**src/rtl/maxnet_feeder.sv**
```systemverilog
`default_nettype none
// ============================================================================
// Module   : maxnet_feeder
// Purpose  : Packs four 5-bit activations into Maxnet X1..X4, pulses start,
//            waits for done and hands the captured result downstream.
// Options  : MAXNET_FEEDER_TIMEOUT_EN adds a WAIT-state abort after TIMEOUT cycles.
// Revision : 1.0  initial release
// ============================================================================
module maxnet_feeder #(
    parameter int TIMEOUT = 64
) (
    input  logic       clk,
    input  logic       rst,
    input  logic       in_valid,
    input  logic [4:0] in_data,
    output logic       in_ready,
    output logic       mx_start,
    output logic [4:0] mx_x1,
    output logic [4:0] mx_x2,
    output logic [4:0] mx_x3,
    output logic [4:0] mx_x4,
    input  logic       mx_done,
    input  logic [4:0] mx_result,
    output logic       out_valid,
    output logic [4:0] out_data,
    input  logic       out_ready,
    output logic       busy,
    output logic       err
);

    typedef enum logic [1:0] {
        ST_LOAD = 2'd0,
        ST_FIRE = 2'd1,
        ST_WAIT = 2'd2,
        ST_OUT  = 2'd3
    } state_t;

    state_t     r_state;
    state_t     w_next;
    logic [1:0] r_cnt;
    logic [4:0] r_x1, r_x2, r_x3, r_x4;
    logic [4:0] r_out_data;
    logic       w_accept;
    logic       w_capture;
    logic       w_expire;

    if (TIMEOUT < 2 || TIMEOUT > 1023) begin : g_timeout_range
        $error("maxnet_feeder: TIMEOUT must lie in 2..1023");
    end

    assign w_accept  = (r_state == ST_LOAD) && in_valid;
    assign w_capture = (r_state == ST_WAIT) && mx_done;

`ifdef MAXNET_FEEDER_TIMEOUT_EN
    localparam int                c_TW   = $clog2(TIMEOUT);
    localparam logic [c_TW-1:0]   c_LAST = c_TW'(TIMEOUT - 1);

    logic [c_TW-1:0] r_wcnt;
    logic            r_err;

    always_ff @(posedge clk or negedge rst) begin
        if (!rst) begin
            r_wcnt <= '0;
        end else if (r_state == ST_FIRE) begin
            r_wcnt <= '0;
        end else if (r_state == ST_WAIT) begin
            r_wcnt <= r_wcnt + c_TW'(1);
        end
    end

    // A done arriving on the expiry cycle wins over the abort.
    assign w_expire = (r_state == ST_WAIT) && !mx_done && (r_wcnt == c_LAST);

    always_ff @(posedge clk or negedge rst) begin
        if (!rst) begin
            r_err <= 1'b0;
        end else if (w_capture) begin
            r_err <= 1'b0;
        end else if (w_expire) begin
            r_err <= 1'b1;
        end else if ((r_state == ST_OUT) && out_ready) begin
            r_err <= 1'b0;
        end
    end

    assign err = r_err;
`else
    assign w_expire = 1'b0;
    assign err      = 1'b0;
`endif

    always_ff @(posedge clk or negedge rst) begin
        if (!rst) begin
            r_state <= ST_LOAD;
        end else begin
            r_state <= w_next;
        end
    end

    always_comb begin
        w_next = r_state;
        case (r_state)
            ST_LOAD: if (w_accept && (r_cnt == 2'd3)) w_next = ST_FIRE;
            ST_FIRE: w_next = ST_WAIT;
            ST_WAIT: if (w_capture || w_expire) w_next = ST_OUT;
            ST_OUT:  if (out_ready) w_next = ST_LOAD;
            default: w_next = ST_LOAD;
        endcase
    end

    always_ff @(posedge clk or negedge rst) begin
        if (!rst) begin
            r_cnt      <= 2'd0;
            r_x1       <= 5'd0;
            r_x2       <= 5'd0;
            r_x3       <= 5'd0;
            r_x4       <= 5'd0;
            r_out_data <= 5'd0;
        end else begin
            if (w_accept) begin
                case (r_cnt)
                    2'd0:    r_x1 <= in_data;
                    2'd1:    r_x2 <= in_data;
                    2'd2:    r_x3 <= in_data;
                    default: r_x4 <= in_data;
                endcase
                r_cnt <= r_cnt + 2'd1;
            end
            if (w_capture) begin
                r_out_data <= mx_result;
            end else if (w_expire) begin
                r_out_data <= 5'd0;
            end
        end
    end

    // Control outputs are pure state decodes so reset clears them immediately.
    assign in_ready  = (r_state == ST_LOAD);
    assign mx_start  = (r_state == ST_FIRE);
    assign busy      = (r_state == ST_FIRE) || (r_state == ST_WAIT);
    assign out_valid = (r_state == ST_OUT);
    assign out_data  = r_out_data;
    assign mx_x1     = r_x1;
    assign mx_x2     = r_x2;
    assign mx_x3     = r_x3;
    assign mx_x4     = r_x4;

endmodule
`default_nettype wire

```
**config.mk**
```make
export PLATFORM = sky130hd
export DESIGN_NAME = maxnet_feeder
export DESIGN_NICKNAME = d
export VERILOG_FILES = /design/src/rtl/maxnet_feeder.sv
export SDC_FILE = /design/constraint.sdc
export NUM_CORES = 1
export LEC_CHECK = 0
export CORE_AREA = 10 10 64 66
export CTS_BUF_LIST = sky130_fd_sc_hd__clkbuf_4 sky130_fd_sc_hd__clkbuf_8
export DETAILED_ROUTE_END_ITERATION = 16
export DIE_AREA = 0 0 74 76
export PLACE_DENSITY = 0.77
export SKIP_CTS_REPAIR_TIMING = 1
export SLEW_MARGIN = 20
export SYNTH_ARGS = -nofsm -noshare
export SYNTH_HDL_FRONTEND = slang
export SYNTH_SLANG_ARGS = --single-unit
```
**constraint.sdc**
```tcl
create_clock -name clk -period 1.9 [get_ports clk]
set_clock_uncertainty 0.15 [all_clocks]
set_input_delay 0.285 -clock clk [delete_from_list [all_inputs] [get_ports clk]]
set_output_delay 0.285 -clock clk [all_outputs]
set_load 0.1 [all_outputs]
```
After elaboration in Yosys (flattened, before gate mapping)
Index checks and enable logic that the tools add are counted.

storage, ports and cells
  flip-flop bits (word level) = 29
  latch bits = 0
  RAM bits = 0
  ROM bits = 0
  input bits = 15
  output and inout port bits = 30
  memories = 0

operators by class
  add/subtract/negate cells = 1
  $mul = 0
  div/mod/pow operators = 0
  order comparisons = 0
  eq/ne operators = 9
  shift operators = 0
  mux-type cells = 4
  bitwise logic cells = 1
  reductions and logical operators = 12

operators by type and width
  kind                                                   count
  equality test 2 bit, second input constant             4
  case mux 2 bit (4 select lines)                        1
  AND reduction 2 bit                                    4
  two-way mux 2 bit                                      3
  equality test 2 x 1 -> 1 bit, second input constant    2
  logical NOT 2 bit                                      2
  inequality test 2 x 1 -> 1 bit, second input constant  2
  logical AND 1 bit                                      3
  AND reduction 3 bit                                    1
  OR reduction 3 bit                                     1
  adder 2 x 1 -> 2 bit, second input constant            1
  inequality test 2 bit, second input constant           1
  logical OR 1 bit                                       1
  NOT 1 bit                                              1

Logic depth before layout (Yosys ltp)
  depth in word-level cells = 5
  depth in mapped cells = 4
  mapped depth without buffers = 4

Least setup slack after synthesis
No wires, ideal clock.

  path kind = register to register
  from = register r_state[0]
  to = register r_x2[0], in the netlist mx_x2[0]
  arrival = 2.097 ns
  path slack = -0.473 ns
  cell stages (with the launch flop) = 5
  buffers on the path = 0
  cells stage by stage = dfrtp_1 -> inv_1 -> ha_1 -> nand3_1 -> mux2_2

on the way
  cells in the longest elaborated chain, start to end = 3

ends and longest elaborated chain
  what                                  RTL line  RTL
  start, declared                       38        state_t r_state;
  start signal, assigned                96        r_state <= w_next;
  logical NOT 2 bit                     -
  named net in_ready                    16        output logic in_ready,
  logical AND 1 bit                     51        assign w_accept = (r_state == ST_LOAD) && in_valid;
  AND reduction 2 bit (no source line)  -
  end signal, assigned                  123       2'd1: r_x2 <= in_data;
  end, declared                         41        logic [4:0] r_x1, r_x2, r_x3, r_x4;

The timed path passes the listed nets, and every way through them passes these cells.
A chain may end at the register's enable or synchronous reset.

Final worst setup path
  from = register r_state[0]
  to = register r_state[1]

on the way
  cells in the longest elaborated chain, start to end = 5
  elaborated cells on any way between the ends = 12

ends and longest elaborated chain
  what                                             RTL line  RTL
  logical NOT 2 bit                                51, 102
  logical AND 1 bit                                51
  logical AND 1 bit                                103       ST_LOAD: if (w_accept && (r_cnt == 2'd3)) w_next = ST_FIRE;
  inequality test 2 x 1 -> 1 bit (no source line)  -
  AND reduction 3 bit (no source line)             -

Several ways; a longest one is shown, not always the timed one.

==> out/qor.txt <==
Antenna Nets Post-Route = 0
CTS sink cnt = 29
Initial antenna violation count = 0
Post-Synth Simple-Gate Area = 2.83%
# H-tree levels = 2
Slew Limit Fails = 0
Syn_nets = 108
Adder-cell area share of the yosys netlist = 9.08%
Deepest clock path buffer count = 2
Clock slew at reported path FFs = 0.08 ns
Crit path arrival time = 1.86 ns
WL final = 2880 um
Core area = 2930 um2
Final GP Congestion = 0.681
Vias in the first global route = 968
HP Class = in2async
DP Wirelength = 2290 um
Worst-path fanout max = 4
Synth-to-Final Area Change = 69.3%
Vias per cell = 4.95
Synth Instances = 84
Largest net degree at the start of global routing = 30
Die area = 5620 um2
Final Hold Fails = 0
Share of the yosys chip area belonging to registers = 58.5%
Fillers = 207
Status = complete, no violations
I/O pin count = 45
RR Endpoint = r_state[1]
Crit. End Element = flop
DRT iter0 DRCs = 31
Antenna Cells = 0
First-pass GRT wire length = 4890 um
Tot GR Track Use = 11.1%
Netlist Area Pre-Place = 1240 um2
Vias = 841
Worst Setup Start Kind = flop
Commonest non-fill, non-tap cells in the layout = dfrtp_1 (29), buf_12 (29), mux2_2 (26)
PnR worst setup slack = 0.0960 ns
Nets = 160
Port bufs = 43
Largest family of logic cells by synthesized area = multiplexers
CTS tree = yes
Max_cap viols = 0
Fin crit share = 94.9%
Wire per inst = 16.9 um
CP Class = reg2reg
Avg Cell Area, Syn = 14.8 um2
Die Span X = 74 um
Pre-CTS WS = 0.0627 ns
WP data required = 1.96 ns
Die height = 76 um
Post-synthesis register bit count = 29
Std-Cell Rows = 20
Initial DRT Pass Iterations = 4
R2R Setup Slk = 0.1 ns
F_max = 554 MHz
Register-to-Register Path Depth = 4
Xor/xnor share of the synthesized area = 0.706%
Aggregate global routing overflow = 0
Share of layout cells above drive strength 1 = 50.4%
Post-synth cell types = 13
RSZ-0062 raised after global routing = no
Final TNS setup = 0 ns
Setup violations, final = 0
Worst-Skew Late Latency = 0.32 ns
Reg2reg start = r_state[0]
Synth Warn # = 0
Clock root buffer master = clkbuf_4
Period minus WS final = 1.80 ns
Starting Density = 42.4%
Total CTS buffers = 5
Post-synthesis mux area share = 25.3%
Synth Area in Compound Gates = 0.807%
DRC violations left = 0
[critical path, cell delays in order (launching register included)]
cell and delay (ns):
dfrtp_1 0.39, inv_1 0.15, ha_1 0.26, a222oi_1 0.38
mux2_1 0.36
[final cells by class]
class | count | area [um2] | area share, %
Timing Repair Buffer | 46 | 743 | 35.4
Sequential cell | 29 | 726 | 34.6
Clock buffer | 6 | 45.0 | 2.15
Tap cell | 33 | 41.3 | 1.97
Clock inverter | 2 | 10.0 | 0.477
Inverter | 6 | 22.5 | 1.07
Multi-Input combinational cell | 48 | 512 | 24.4
[Yosys cell counts]
| master | instances | area share (%) |
|---|---|---|
| mux2i_1 | 1 | 0.81 |
| inv_1 | 6 | 1.8 |
| conb_1 | 1 | 0.30 |
| ha_1 | 9 | 9.1 |
| nand2_1 | 3 | 0.91 |
| dfrtp_1 | 29 | 59 |
| nor2_1 | 1 | 0.30 |
| xnor2_1 | 1 | 0.71 |
| buf_4 | 1 | 0.61 |
| a222oi_1 | 1 | 0.81 |
| nand3_1 | 4 | 1.6 |
| mux2_2 | 26 | 24 |
| mux2_1 | 1 | 0.91 |
[metal layers]
metal  wire length [um]  global-route usage, %
met3                479                   8.59
met2               1280                   16.5
met4                 33                   4.66
met5                  0                      0
met1               1080                   11.2
[cells by family (layout without fill, tap and decap cells)]
kind of cell	after synthesis	count (layout)
AO/OA/AOI/OAI	1	1
XOR/XNOR	1	1
adder cells (fa/ha/maj)	9	9
buffers and inverters	7	60
flip-flops	29	29
multiplexers	28	28
other	1	1
AND/OR/NAND/NOR	8	8
[worst max-delay path by stage]
stage / from / endpoint / slack (ns) / cells past startpoint
after floorplan: r_state[0] / r_state[1] / 0.02 / 3
after global placement: mx_done / r_state[1] / 0.10 / 4
after detailed placement: mx_done / r_state[1] / 0.06 / 4
after CTS: r_state[0] / busy / 0.05 / 3
after global routing: r_state[0] / r_state[1] / 0.01 / 4
final: r_state[0] / r_state[1] / 0.1 / 4
[stage by stage]
step / util, % / cell area (um2) / hold WS (ns) / std cells
floorplan: - / 1250 / -0.161 / 84
global placement: 69.4 / 2030 / 0.363 / 162
detailed placement: 69.4 / 2030 / 0.389 / 162
CTS: 71.3 / 2090 / 0.200 / 170
global route: 71.7 / 2100 / 0.227 / 170
finish: 71.7 / 2100 / 0.196 / 170
[state kept, by name (all words and copies together) (netlist names)]
name	cells
mx_x1	5
mx_x4	5
out_data	5
r_state	2
mx_x2	5
r_cnt	2
mx_x3	5
Power is not shown: default switching activity piles up to over one toggle a cycle in this logic, so the estimate is an artifact.
==> edit: new RTL, same flow settings <==
Encoding of `state_t`: now one-hot (4 bits for 4 states).
--- a/src/rtl/maxnet_feeder.sv
+++ b/src/rtl/maxnet_feeder.sv
@@ -28,11 +28,11 @@
     output logic       err
 );
 
-    typedef enum logic [1:0] {
-        ST_LOAD = 2'd0,
-        ST_FIRE = 2'd1,
-        ST_WAIT = 2'd2,
-        ST_OUT  = 2'd3
+    typedef enum logic [3:0] {
+        ST_LOAD = 4'b0001,
+        ST_FIRE = 4'b0010,
+        ST_WAIT = 4'b0100,
+        ST_OUT  = 4'b1000
     } state_t;
 
     state_t     r_state;
Formal check against the unedited RTL: same outputs for any inputs over 10 cycles, from zero or initial values and one cycle with rst low; not proved beyond that.
==> edit against the original RTL <==
The run now ends with setup timing left; synthesized area up 9.5%; worst setup slack worse by 0.12 ns; sequential cell count up 2; synthesized cell count up 11%; cell area up 14%; maximum frequency down 6.0%; wire length up 18%.
Power is left out: the tool's default activity adds up to more than one toggle a clock period on the data nets, which glitch-free logic cannot reach.
==> edit: results (changes against the original RTL) <==
[timing]
setup_viol=2  ; was 0
setup_tns_ns=-0.0282  ; was 0 ns
fin_ws_ns=-0.0199  ; was 0.0960 ns

[logic_synthesis]
synth.area.mux_share=0.229  ; was 0.253
synth_compound_area_frac=0.0313  ; was 0.00807
synthXorXnorAreaFrac=0.00645  ; was 0.00706
synthesis.nets=112  ; was 108
synthAdderAreaFrac=0.0369  ; was 0.0908
ys_top_cells_by_count=dfrtp_1, mux2_1, mux2_2, mux2_4  ; was dfrtp_1, mux2_2, ha_1, inv_1, nand3_1
async_reset_ff_frac=1.00  ; unchanged
ys_top_cells_by_area=dfrtp_1, mux2_1, mux2_2  ; was dfrtp_1, mux2_2, ha_1
post_synth_num_cell_types=27  ; was 13
yosysWarnings=0  ; unchanged
synth-seq-area-share=0.572  ; was 0.585

[clock_tree]
clk_pin_slew_ns=0.10  ; was 0.08 ns
cts_buffer_depth=2  ; unchanged
root_buffer=clkbuf_4  ; unchanged
htreeDepth=2  ; unchanged
clk_latency_ns=0.33
numCtsBuffers=5  ; unchanged

[global_routing]
grt_max_degree=32  ; was 30
grt_usage=0.127  ; was 0.111
antenna_found_initial=0  ; unchanged
grt_pass1_vias=1035  ; was 968
grt_pass1_wl_um=5620  ; was 4890 µm

[worst_setup_path]
crit_arrival_ns=1.48  ; was 1.86 ns
crit_fanout=5  ; was 4
cpPeakStageDelay_ns=0.54  ; was 0.39 ns
crit_family=flip-flops  ; unchanged
slowest_stage=dfstp_2  ; was dfrtp_1
r2r_slack_ns=0.09

[run_status]
failed_checks=setup timing
status=finished with violations  ; was finished, final reports clean

[placement]
place.gp.congestion=0.734  ; was 0.681
dp_hpwl_um=2610  ; was 2290 µm
placed_cell_area_mm2=0.00225  ; was 0.00203 mm²
io_buffer_count=43  ; unchanged
dp_slack_ns=0.000413  ; was 0.0627 ns

[worst_hold_path]
hp-class=primary input to async pin  ; unchanged

[cells_and_area]
antenna_cells=0  ; unchanged
fin_nets=169  ; was 160
drive_above_1_share=0.570  ; was 0.504
nFillCells=158  ; was 207

[detailed_routing]
dr.pass1.iters=4  ; unchanged
wl_um=3390  ; was 2880 µm
num_vias=925  ; was 841
drt_iter0_drc=56  ; was 31

-- edit: kinds of logic (layout without fill, tap and decap cells) --
logic type	Yosys count	after routing
multiplexers	26	26
XOR/XNOR	1	1
buffers and inverters	10	68
adder cells (fa/ha/maj)	4	4
AO/OA/AOI/OAI	6	6
other	1	1
flip-flops	31	31
AND/OR/NAND/NOR	14	14
-- edit: final cells by class --
type	instances	area [µm²]	share of cell area
multi-input combinational	52	636	0.266
tap	33	41.3	0.0173
inverter	4	15.0	0.00629
sequential	31	779	0.326
timing repair buffer	56	831	0.348
clock inverter	2	35.0	0.0147
clock buffer	6	51.3	0.0215
-- edit: final timing paths --
check,from,to,depth (start not counted)
setup / recovery,r_state[0]$_DFFE_PN1P_,in_ready,3
hold / removal,rst,mx_x2[0]$_DFFE_PN0P_,2
setup reg to reg,r_state[0]$_DFFE_PN1P_,mx_x4[1]$_DFFE_PN0P_,4
hold reg to reg,r_cnt[0]$_DFFE_PN0P_,r_cnt[0]$_DFFE_PN0P_,1
max in group asynchronous,rst,r_state[0]$_DFFE_PN1P_,2
min in group clk,r_cnt[0]$_DFFE_PN0P_,r_cnt[0]$_DFFE_PN0P_,1
-- edit: worst register-to-register path, stage by stage (launching register included) --
cell and delay [ns]:
dfstp_2 0.54, nor4b_4 0.27, and3_2 0.29, buf_4 0.16, mux2_4 0.30
-- edit: routing by layer --
layer  up-vias  GRT usage  wire (µm)  part of all wire
met5         -          0          0                 0
li1        433          -          -                 -
met2        16      0.211       1870              0.55
met1       471      0.148       1350              0.40
met3         5     0.0430        151             0.045
met4         0     0.0392         29            0.0085
-- edit: stage by stage --
| step | hold WS (ns) | cells | utilization |
|---|---|---|---|
| floorplan | -0.161 | 93 | - |
| global placement | 0.365 | 173 | 0.769 |
| detailed placement | 0.386 | 173 | 0.769 |
| CTS | 0.208 | 181 | 0.798 |
| global route | 0.214 | 184 | 0.816 |
| finish | 0.206 | 184 | 0.816 |
